`src/rtl/fir_pkg.sv`:
```
// Shared widths, default tap set and accumulator sizing for the folded FIR filter.
package fir_pkg;

    localparam int DW      = 16;
    localparam int PW      = 2 * DW;
    localparam int TAP_DEF = 8;
    localparam int CPS_DEF = 2;

    typedef logic signed [DW-1:0] coef_t;
    typedef coef_t coef_arr_t [TAP_DEF];

    localparam coef_arr_t COEF_DEF = '{
        16'sd1, 16'sd2, 16'sd3, 16'sd4, 16'sd4, 16'sd3, 16'sd2, 16'sd1
    };

    // Full-precision products plus headroom for summing every tap.
    function automatic int acc_width(input int taps);
        return PW + $clog2(taps);
    endfunction

endpackage

```
`src/rtl/fir_mac_slice.sv`:
```
// Multiply-accumulate for one tap group: M full-precision products summed
// into an accumulator-width partial sum.
module fir_mac_slice
    import fir_pkg::*;
#(
    parameter int M    = 4,
    parameter int ACCW = 35
) (
    input  logic signed [DW-1:0]   x_grp_i    [M],
    input  coef_t                  coef_grp_i [M],
    output logic signed [ACCW-1:0] psum_o
);

    logic signed [PW-1:0] prod [M];

    always_comb begin
        psum_o = '0;
        for (int j = 0; j < M; j++) begin
            prod[j] = x_grp_i[j] * coef_grp_i[j];
            psum_o  = psum_o + ACCW'(prod[j]);
        end
    end

endmodule

```
`src/rtl/top_generic_fir_filter.sv`:
```
// Time-folded FIR: TAP taps evaluated over CPS cycles, M = TAP/CPS taps per cycle.
// Define FIR_SAT_EN to saturate the output; the default build wraps to 16 bits.
module top_generic_fir_filter
    import fir_pkg::*;
#(
    parameter int    TAP        = TAP_DEF,
    parameter int    CPS        = CPS_DEF,
    parameter coef_t COEF [TAP] = COEF_DEF,
    parameter int    SHIFT      = 0
) (
    input  logic                 clk_data,
    input  logic                 rst,
    input  logic signed [DW-1:0] in_data,
    output logic signed [DW-1:0] out_data,
    output logic                 out_valid
);

    localparam int M    = (CPS >= 1) ? TAP / CPS : 1;
    localparam int ACCW = acc_width(TAP);
    localparam int PHW  = (CPS > 1) ? $clog2(CPS) : 1;
    localparam logic [PHW-1:0] PH_LAST = PHW'(CPS - 1);
    localparam logic signed [ACCW-1:0] SAT_MAX = ACCW'(32767);
    localparam logic signed [ACCW-1:0] SAT_MIN = ACCW'(-32768);

    if (CPS < 1) begin : g_bad_cps
        $error("top_generic_fir_filter: CPS must be >= 1");
    end else if ((TAP % CPS) != 0) begin : g_bad_tap
        $error("top_generic_fir_filter: TAP must be a multiple of CPS");
    end

    logic [PHW-1:0]         ph_q, ph_d;
    logic signed [DW-1:0]   x_q [TAP];
    logic signed [DW-1:0]   x_d [TAP];
    logic signed [ACCW-1:0] acc_q, acc_d;
    logic signed [DW-1:0]   out_q, out_d;
    logic                   valid_q, valid_d;

    logic                   last_ph;
    logic signed [DW-1:0]   x_grp [M];
    coef_t                  c_grp [M];
    logic signed [ACCW-1:0] psum;
    logic signed [ACCW-1:0] acc_sum;
    logic signed [ACCW-1:0] acc_shr;
    logic signed [DW-1:0]   y_fmt;

    // Tap group p covers h[p*M .. p*M+M-1] and is evaluated while ph == p.
    always_comb begin
        for (int j = 0; j < M; j++) begin
            x_grp[j] = x_q[j];
            c_grp[j] = COEF[j];
        end
        for (int p = 1; p < CPS; p++) begin
            if (ph_q == PHW'(p)) begin
                for (int j = 0; j < M; j++) begin
                    x_grp[j] = x_q[p*M + j];
                    c_grp[j] = COEF[p*M + j];
                end
            end
        end
    end

    fir_mac_slice #(
        .M    (M),
        .ACCW (ACCW)
    ) u_mac (
        .x_grp_i    (x_grp),
        .coef_grp_i (c_grp),
        .psum_o     (psum)
    );

    always_comb begin
        acc_sum = acc_q + psum;
        acc_shr = acc_sum >>> SHIFT;
`ifdef FIR_SAT_EN
        if (acc_shr > SAT_MAX) begin
            y_fmt = 16'sh7fff;
        end else if (acc_shr < SAT_MIN) begin
            y_fmt = -16'sh8000;
        end else begin
            y_fmt = DW'(acc_shr);
        end
`else
        y_fmt = DW'(acc_shr);
`endif
    end

    // The last phase both finishes the current output and shifts in the next
    // sample; the MAC still sees the pre-shift delay line on that edge.
    always_comb begin
        last_ph = (ph_q == PH_LAST);
        ph_d    = last_ph ? '0 : ph_q + PHW'(1);
        x_d     = x_q;
        acc_d   = acc_sum;
        out_d   = out_q;
        valid_d = last_ph;
        if (last_ph) begin
            x_d[0] = in_data;
            for (int k = 1; k < TAP; k++) begin
                x_d[k] = x_q[k-1];
            end
            acc_d = '0;
            out_d = y_fmt;
        end
    end

    always_ff @(posedge clk_data) begin
        if (rst) begin
            ph_q    <= '0;
            acc_q   <= '0;
            out_q   <= '0;
            valid_q <= 1'b0;
            for (int k = 0; k < TAP; k++) begin
                x_q[k] <= '0;
            end
        end else begin
            ph_q    <= ph_d;
            acc_q   <= acc_d;
            out_q   <= out_d;
            valid_q <= valid_d;
            x_q     <= x_d;
        end
    end

    assign out_data  = out_q;
    assign out_valid = valid_q;

`ifndef FIR_SAT_EN
    logic unused_sat_limits;
    assign unused_sat_limits = ^{SAT_MAX, SAT_MIN};
`endif

endmodule

```
`config.mk`:
```
export PLATFORM = sky130hd
export DESIGN_NAME = top_generic_fir_filter
export DESIGN_NICKNAME = d
export VERILOG_FILES = /design/src/rtl/fir_pkg.sv /design/src/rtl/fir_mac_slice.sv /design/src/rtl/top_generic_fir_filter.sv
export SDC_FILE = /design/constraint.sdc
export NUM_CORES = 1
export LEC_CHECK = 0
export ABC_AREA = 1
export BUFFER_PORTS_ARGS = -buffer_cell sky130_fd_sc_hd__buf_2
export CORE_MARGIN = 5
export CORE_UTILIZATION = 45
export CTS_BUF_LIST = sky130_fd_sc_hd__clkbuf_16
export DETAILED_ROUTE_END_ITERATION = 10
export PLACE_DENSITY_LB_ADDON = 0.25
export RECOVER_POWER = 50
export SYNTH_ARGS = -nofsm -noshare
export SYNTH_HDL_FRONTEND = slang
export SYNTH_SLANG_ARGS = --single-unit
```
`constraint.sdc`:
```
create_clock -name clk_data -period 10 [get_ports clk_data]
set_clock_uncertainty 0.2 [all_clocks]
set_input_delay 1 -clock clk_data [delete_from_list [all_inputs] [get_ports clk_data]]
set_output_delay 1 -clock clk_data [all_outputs]
set_load 0.02 [all_outputs]
```
# After elaboration in Yosys (flattened, before gate mapping)

Index checks and enable logic that the tools add are counted.

Register bits after elaboration: 181
Latch bits: 0
Memory bits (writable): 0
ROM bits: 0
Bits of input ports: 18
Output and inout port bits: 17
Word-level logic and storage cells: 24
Memories kept: 0

Add/sub/neg operators: 5
$mul: 4
Div/mod/pow operators: 0
$lt $le $gt $ge: 0
Eq/ne operators: 0
Shift-type cells: 0
Muxes and demuxes: 2
Bitwise logic cells: 0
Reductions and logical operators: 1

Operators by type and width:

| operator              | count |
|---|---|
| $mul A16 B16 Y32      | 3 |
| $mux W64              | 1 |
| $mux W51              | 1 |
| $add A35 B32 Y35      | 1 |
| $add A35 B35 Y35      | 1 |
| $add A33 B32 Y34      | 1 |
| $add A20 B32 Y33      | 1 |
| $mul A16 B4 Y20       | 1 |
| $reduce_or A2 Y1      | 1 |
| $add A1 B1 Y1 const B | 1 |

# Longest topological paths before layout

Gate-level depths: netlist of run 1.

Word-level depth: 6
Mapped depth: 51
Mapped depth without buffers: 49

# Cells and area by module

A second synthesis of run 1 with hierarchy kept.

Cells, all modules: 5813
Area, all modules: 48640.4 µm²

By module, submodules not included:

| module                 | instances | cells an instance | area an instance (µm²) | seq. area each (µm²) |
|---|---|---|---|---|
| fir_mac_slice          | 1         | 4946              | 42109.1                | 0.0 |
| top_generic_fir_filter | 1         | 867               | 6531.3                 | 3243.1 |

# Least setup slack after synthesis of run 1

No wires, ideal clock.

Path kind: register -> register
From: reg ph_q (netlist: last_ph)
To: reg acc_q[15]
Setup time: 0.126 ns
Arrival: 8.178 ns
Data required time: 9.674 ns
Path slack: 1.497 ns
Cell stages (with the launch flop): 41
Buffers on the path: 3
Period minus slack after synthesis: 8.503 ns
Cells stage by stage: dfxtp_1 buf_6 clkbuf_1 clkbuf_1 nand2_1 nand2_1 ha_1 inv_1 fa_1 inv_1 ha_1 fa_1 fa_1 fa_1 fa_1 nand2_1 nand2_1 o21ai_0 [... 5 more ...] xor2_1 fa_1 inv_1 ha_1 ha_1 ha_1 inv_1 fa_1 inv_1 ha_1 inv_1 nor4_1 nand3_1 nand4_1 xor2_1 nand3_1 nand2_1 nor2_2

Cells in the longest elaborated chain, start to end: 6
Elaborated cells on any way between the ends: 11
Those cells by class: 4 x add/sub; 4 x mul; 2 x mux; 1 x reduce/logical

Ends and longest elaborated chain:

| item                                                | line                          | RTL |
|---|---|---|
| start, declared                                     | top_generic_fir_filter.sv:31  | `logic [PHW-1:0] ph_q, ph_d;` |
| start signal, assigned                              | top_generic_fir_filter.sv:116 | `ph_q <= ph_d;` |
| $mux W64 or $mux W51 (tied branches)                | top_generic_fir_filter.sv:53  | `if (ph_q == PHW'(p)) begin` |
| $mul A16 B4 Y20 or $mul A16 B16 Y32 (tied branches) | fir_mac_slice.sv:19           | `prod[j] = x_grp_i[j] * coef_grp_i[j];` |
| $add A20 B32 Y33                                    | fir_mac_slice.sv:20           | `psum_o = psum_o + ACCW'(prod[j]);` |
| $add A33 B32 Y34                                    | fir_mac_slice.sv:20           |  |
| $add A35 B32 Y35                                    | fir_mac_slice.sv:20           |  |
| $add A35 B35 Y35                                    | top_generic_fir_filter.sv:72  | `acc_sum = acc_q + psum;` |
| end signal, assigned                                | top_generic_fir_filter.sv:109 | `acc_q <= '0;` |
| end signal, assigned                                | top_generic_fir_filter.sv:117 | `acc_q <= acc_d;` |
| end, declared                                       | top_generic_fir_filter.sv:34  | `logic signed [ACCW-1:0] acc_q, acc_d;` |

Parallel ways exist; a longest one is shown, timed or not.
A chain may end at the register's enable or synchronous reset.

# Worst setup path in the final report of run 1

Same ends and word-level chain as after synthesis.

==> results of run 1 <==
## cell type report
cell class              count  area (sq um)
multi-input cells         850          6080
fillers                  2264         11700
clock inverters            15           164
repair buffers             41           201
flip-flops and latches    162          3250
well taps                 319           399
clock buffers              17           425
inverters                 294          1110
## flip-flops by register name (all words and copies together) (netlist names)
register   count
x_q          128
acc_q         16
out_data      16
last_ph        1
out_valid      1
## metal layers
metal / vias to the layer above / global-route usage
li1: 4147 / -
met1: 3673 / 0.260
met2: 105 / 0.282
met3: 26 / 0.0290
met4: 0 / 0.0442
met5: - / 0
## cells in the final DEF, fill, tap and decap left out, types with 2 or more instances in the layout
cell and n:
inv_1 291, nand2_1 289, dfxtp_1 161, ha_1 124
a21oi_1 106, nor2_1 84, fa_1 80, o21ai_0 54
nand3_1 27, clkbuf_1 21, xor2_1 18, o22ai_1 18
clkbuf_16 17, buf_2 16, conb_1 12, xnor2_1 7
nand2_2 5, inv_8 5, nor3_1 4, clkinv_4 4
inv_6 3, o21bai_1 3, nor2_2 3, nand4_1 3
clkinv_8 3, buf_4 3, nand3_2 2, inv_2 2
o21ai_1 2, o31ai_1 2
## cells by family (layout without fill, tap and decap cells)
family / count (synthesis) / count (layout) / synth area share
simple gates: 420 / 420 / 0.157
buf+inv: 341 / 367 / 0.124
fa+ha+maj: 204 / 204 / 0.298
compound gates: 189 / 189 / 0.0942
flops: 162 / 162 / 0.306
xor+xnor: 25 / 25 / 0.0207
other cells: 2 / 12 / 0.000709
## worst max path at each step
stage	from	endpoint	slack, ns	cells past startpoint
6_report	last_ph$_SDFF_PP0_	acc_q[15]$_SDFF_PP0_	1.21	42
5_1_grt	last_ph$_SDFF_PP0_	acc_q[15]$_SDFF_PP0_	0.40	41
4_1_cts	last_ph$_SDFF_PP0_	acc_q[15]$_SDFF_PP0_	1.20	41
3_5_place_dp	last_ph$_SDFF_PP0_	acc_q[15]$_SDFF_PP0_	1.21	38
3_3_place_gp	last_ph$_SDFF_PP0_	acc_q[15]$_SDFF_PP0_	1.32	38
2_1_floorplan	last_ph$_SDFF_PP0_	acc_q[15]$_SDFF_PP0_	1.50	40
## worst max-delay path: cells and delay by family (launching register included)
| kind | cells | cell delay [ns] |
|---|---|---|
| AND/OR/NAND/NOR | 10 | 1.09 |
| adder cells (fa/ha/maj) | 14 | 5.06 |
| AO/OA/AOI/OAI | 4 | 0.61 |
| buffers and inverters | 12 | 0.86 |
| flip-flops | 1 | 0.46 |
| XOR/XNOR | 2 | 0.36 |
## power by group through the flow
stage | logic [mW] | registers (mW) | clock network, mW
final | 0.685 | 0.715 | 0.658
after floorplan | 0.521 | 0.742 | 0
after CTS | 0.698 | 0.715 | 0.672
after detailed placement | 0.686 | 0.728 | 0
after global routing | 0.815 | 0.721 | 0.699
after global placement | 0.678 | 0.729 | 0
## per-stage QoR
stage                      util  setup WS [ns]  power [mW]  cell area (sq um)
after floorplan               -           1.50        1.26              10600
after global placement    0.474           1.32        1.41              11100
after detailed placement  0.474           1.21        1.41              11100
after CTS                 0.500           1.20        2.08              11700
after global routing      0.498          0.395        2.23              11600
final                     0.498           1.21        2.06              11600
==> impl_metrics.py, run 1 <==
metrics = {
    "pwr": {
        "intPower_mw": 1.27,
        "combinationalPowerShare": 0.333,
        "p_clk_frac": 0.320,
        "ir_worst_vdd_v": 0.0000957,
        "p_leak_nw": 5.92,
        "switchingPower_uw": 786,
        "pwr-share-seq": 0.347,
        "swShare": 0.382,
        "power_density_nw_per_um2": 177,
    },
    "final_layout": {
        "fin_cells": 1698,
        "area_growth_pct": 9.80,
        "nNetsFinal": 1588,
        "drive_gt1_frac": 0.0493,
        "antennaDiodeCount": 0,
    },
    "placed_design": {
        "hpwl_um": 16400,
        "dpl.cell_count": 1666,
        "gp_congestion": 0.881,
        "place.port_buffers": 34,
    },
    "drt": {
        "via_count": 7951,
        "antenna_left": 0,
        "wl_per_cell_um": 13.0,
        "wl_met2_um": 9370,
        "totalWireLength_um": 22100,
        "met3WireLength_um": 681,
        "dr.first_iter.drc_count": 400,
        "vias_per_cell": 4.68,
        "drc": 0,
        "first_pass_iters": 6,
        "wl_met1_um": 11700,
        "top_layer": "met4",
    },
    "clock_tree": {
        "cts_tree": "yes",
        "cts_sinks": 162,
        "cts_buffer_depth": 2,
        "cts-root-buf": "clkbuf_16",
        "cts_hold_buffers": 0,
        "clock_latency_ns": 0.43,
        "ctsHtreeMaxLevel": 4,
        "cts.repair.resized": 0,
        "post-cts-setup-buffers": 0,
        "clk_pin_slew_ns": 0.08,
        "numCtsBuffers": 17,
    },
    "synth": {
        "synth_top_area_share": 0.306,
        "synth_warnings": 0,
        "synth_common_cells": "inv_1, nand2_1, dfxtp_1",
        "synth-main-ff-cell": "dfxtp_1",
        "synth-edff-count": 0,
        "synthArstFlopShare": 0,
        "yosysSeqAreaShare": 0.306,
        "ys_types": 35,
        "yosysMostFrequentCell": "inv_1",
        "synth_cells": 1343,
        "netlist_area_sq_um": 10600,
        "yosysTopAreaCell": "dfxtp_1",
        "syn_avg_cell_area_sq_um": 7.88,
        "synth_seq_cells": 162,
        "synthTopCellsByArea": "dfxtp_1, fa_1, ha_1, inv_1, nand2_1",
    },
    "global_routing": {
        "antenna_found_initial": 0,
        "grt_overflow_total": 0,
        "grt_usage": 0.180,
        "grt_first_pass_wirelength_um": 38600,
        "grt_pass1_vias": 8054,
        "grt_start_max_net_pins": 81,
    },
    "worst_setup_path": {
        "worst_ep_required_time_ns": 10.10,
        "slowest_delay_ns": 0.54,
        "critPathLaunchType": "register",
        "r2r-start": "last_ph$_SDFF_PP0_",
        "worstSetupPathType": "reg -> reg",
        "cp-end-kind": "register",
        "cpMostUsedCell": "inv_1",
        "arrival_ns": 8.89,
        "cp_max_fo": 42,
        "crit_path_top_delay_cell": "fa_1",
        "worst_r2r_path_depth": 42,
        "regToRegSetupSlack_ns": 1.21,
        "reg2reg_to": "acc_q[15]$_SDFF_PP0_",
    },
    "sta": {
        "hold_viol": 0,
        "rsz0062_at_grt": "false",
        "holdWs_ns": 0.255,
        "drv_slew": 115,
        "fin_crit_sh": 0.879,
        "worst_pin_slew_ns": 3.59,
        "fin_setup_tns_ns": 0,
        "post-route-min-period_ns": 8.79,
        "slew_headroom": -1.39,
        "fmax_ghz": 0.114,
        "setup-violations-final": 0,
    },
    "hold_path": {
        "whs_path_depth": 2,
        "hold_end": "x_q[87]$_SDFFE_PP0P_",
        "hold_path_class": "reg -> reg",
        "hp-start": "x_q[103]$_SDFFE_PP0P_",
    },
    "floorplanning": {
        "dieArea_sq_um": 26700,
        "rows": 56,
        "pin_count": 35,
        "die_w_um": 163,
        "die_y_um": 163,
        "core-area_sq_um": 23300,
        "initial_core_util": 0.454,
    },
    "job": {
        "maxCapViolCount": 2,
    },
    "outcome": {
        "status": "finished, violations left",
        "violations": "max-capacitance violations, max-slew violations",
    },
}
Power figures use the tool's default switching activity.
==> run 2: changes to the inputs <==
--- a/config.mk
+++ b/config.mk
@@ -7,11 +7,12 @@
 export LEC_CHECK = 0
 export ABC_AREA = 1
 export BUFFER_PORTS_ARGS = -buffer_cell sky130_fd_sc_hd__buf_2
+export CORE_ASPECT_RATIO = 0.9
 export CORE_MARGIN = 5
 export CORE_UTILIZATION = 45
 export CTS_BUF_LIST = sky130_fd_sc_hd__clkbuf_16
 export DETAILED_ROUTE_END_ITERATION = 10
-export PLACE_DENSITY_LB_ADDON = 0.25
+export PLACE_DENSITY = 0.7
 export RECOVER_POWER = 50
 export SYNTH_ARGS = -nofsm -noshare
 export SYNTH_HDL_FRONTEND = slang
==> run 2 against run 1 <==
Critical path depth down 2. Fmax down 2.9%. Largest power group unchanged. Hold slack worse by 0.0098 ns. Design area shrank 0.62%. The flow still finishes with violations (max-capacitance violations, max-slew violations). Sequential cell count stayed put. Final cell count is 1.1% lower. First-iteration DRC count is 42% higher. Utilization shrank 0.19 points. Register-to-register slack got worse by 0.26 ns. Routed wire length about the same.
==> impl_metrics.py, run 2 (synthesis gave the netlist of run 1 again) <==
metrics = {
    "outcome": {
        "status": "finished, violations left",
        "violations": "max-capacitance violations, max-slew violations",
    },
    "drt": {
        "drc": 0,
        "via_count": 8059,
        "dr.first_iter.drc_count": 566,
        "antenna_left": 0,
        "first_pass_iters": 5,
        "vias_per_cell": 4.80,
        "totalWireLength_um": 22100,
        "wl_per_cell_um": 13.2,
    },
    "final_layout": {
        "nNetsFinal": 1587,
        "area_growth_pct": 9.11,
        "drive_gt1_frac": 0.0493,
        "regMostFlops": "x_q",
        "largest_reg_flops": 128,
        "layout_common_cells": "inv_1, nand2_1, dfxtp_1",
        "final_common_cell": "inv_1",
        "antennaDiodeCount": 0,
    },
    "pwr": {
        "power_density_nw_per_um2": 176,
        "p_leak_nw": 5.89,
        "ir_worst_vdd_v": 0.000128,
    },
    "placed_design": {
        "gp_congestion": 0.882,
        "hpwl_um": 16100,
        "place.port_buffers": 34,
    },
    "worst_setup_path": {
        "cp_max_fo": 80,
        "crit_cells": 40,
        "cp-end-kind": "register",
        "regToRegSetupSlack_ns": 0.95,
        "reg2reg_to": "acc_q[15]$_SDFF_PP0_",
        "worst_r2r_path_depth": 40,
        "crit_family": "adder cells",
        "r2r-start": "last_ph$_SDFF_PP0_",
        "cp_num_buf_inv": 7,
        "crit_path_top_delay_cell": "dfxtp_4",
        "critPathLaunchType": "register",
        "crit_end": "acc_q[15]$_SDFF_PP0_",
        "worstSetupPathType": "reg -> reg",
        "cpMostUsedCell": "nand2_1",
        "crit_start": "last_ph$_SDFF_PP0_",
        "slowest_delay_ns": 0.89,
        "arrival_ns": 9.14,
        "worst_ep_required_time_ns": 10.09,
    },
    "clock_tree": {
        "clock_latency_ns": 0.44,
        "cts.repair.resized": 0,
        "cts_buffer_depth": 2,
        "cts_sinks": 162,
        "cts-root-buf": "clkbuf_16",
        "cts_hold_buffers": 0,
        "post-cts-setup-buffers": 0,
        "ctsHtreeMaxLevel": 4,
        "numCtsBuffers": 17,
        "clk_pin_slew_ns": 0.08,
        "cts_tree": "yes",
    },
    "hold_path": {
        "hold_path_class": "reg -> reg",
        "whs_path_depth": 2,
    },
    "sta": {
        "fmax_ghz": 0.111,
        "post-route-min-period_ns": 9.05,
        "fin_setup_tns_ns": 0,
        "slew_headroom": -1.62,
        "worst_pin_slew_ns": 3.94,
        "fin_crit_sh": 0.905,
        "setup-violations-final": 0,
        "drv_slew": 92,
        "holdWs_ns": 0.245,
        "rsz0062_at_grt": "false",
        "hold_viol": 0,
    },
    "floorplanning": {
        "rows": 53,
        "initial_core_util": 0.455,
        "dieArea_sq_um": 26700,
        "core-area_sq_um": 23300,
        "pin_count": 35,
        "die_w_um": 172,
        "die_y_um": 156,
    },
    "job": {
        "maxCapViolCount": 1,
    },
    "global_routing": {
        "antenna_found_initial": 0,
        "grt_pass1_vias": 8016,
        "grt_start_max_net_pins": 92,
        "grt_usage": 0.176,
        "grt_overflow_total": 0,
        "grt_first_pass_wirelength_um": 38300,
    },
}
run 2: cell types whose count changed in the layout (fill, tap and decap cells not counted), sizes merged:
cell	change
clkinvlp	+4
buf	+1
clkinv	-4
clkbuf	-2
run 2: where the power goes:
| part | internal [mW] | total [mW] | switching (mW) |
|---|---|---|---|
| Sequential | 0.690 | 0.719 | 0.0285 |
| Combinational | 0.248 | 0.692 | 0.444 |
| Clock | 0.325 | 0.622 | 0.297 |
| Total | 1.26 | 2.03 | 0.769 |
run 2: cell type report:
cell class	instances	area, sq um
inverter	294	1110
timing repair buffer	40	189
fill	2200	11700
multi-input combinational	850	6080
clock inverter	15	125
sequential	162	3250
tap	302	378
clock buffer	17	425
run 2: worst min-delay path by stage:
stage                                     start              endpoint
after floorplan            x_q[15]$_SDFFE_PP0P_  x_q[15]$_SDFFE_PP0P_
after detailed placement  x_q[103]$_SDFFE_PP0P_  x_q[87]$_SDFFE_PP0P_
after global placement    x_q[101]$_SDFFE_PP0P_  x_q[85]$_SDFFE_PP0P_
after CTS                 x_q[103]$_SDFFE_PP0P_  x_q[87]$_SDFFE_PP0P_
final                     x_q[103]$_SDFFE_PP0P_  x_q[87]$_SDFFE_PP0P_
after global routing       x_q[41]$_SDFFE_PP0P_  x_q[41]$_SDFFE_PP0P_
run 2: layer usage:
metal,up-vias,share of wire,GRT usage
met3,21,0.034,0.0257
met4,0,0.011,0.0464
li1,4143,-,-
met1,3770,0.51,0.256
met2,125,0.44,0.276
met5,-,0,0
run 2: worst min-delay path, delay by kind of cell (launching register included):
family          cells  cell delay (ns)
flops               1             0.33
simple gates        1             0.05
compound gates      1             0.05
run 2: metrics by stage:
stage               cell area (sq um)   util  cells  power (mW)  worst slack (ns)
floorplan                       10600      -   1353        1.26              1.50
global placement                11000  0.474   1648        1.40              1.15
detailed placement              11000  0.474   1648        1.42             0.999
CTS                             11600  0.498   1680        2.05             0.980
global route                    11600  0.496   1680        2.19             0.290
finish                          11600  0.496   1680        2.03             0.951
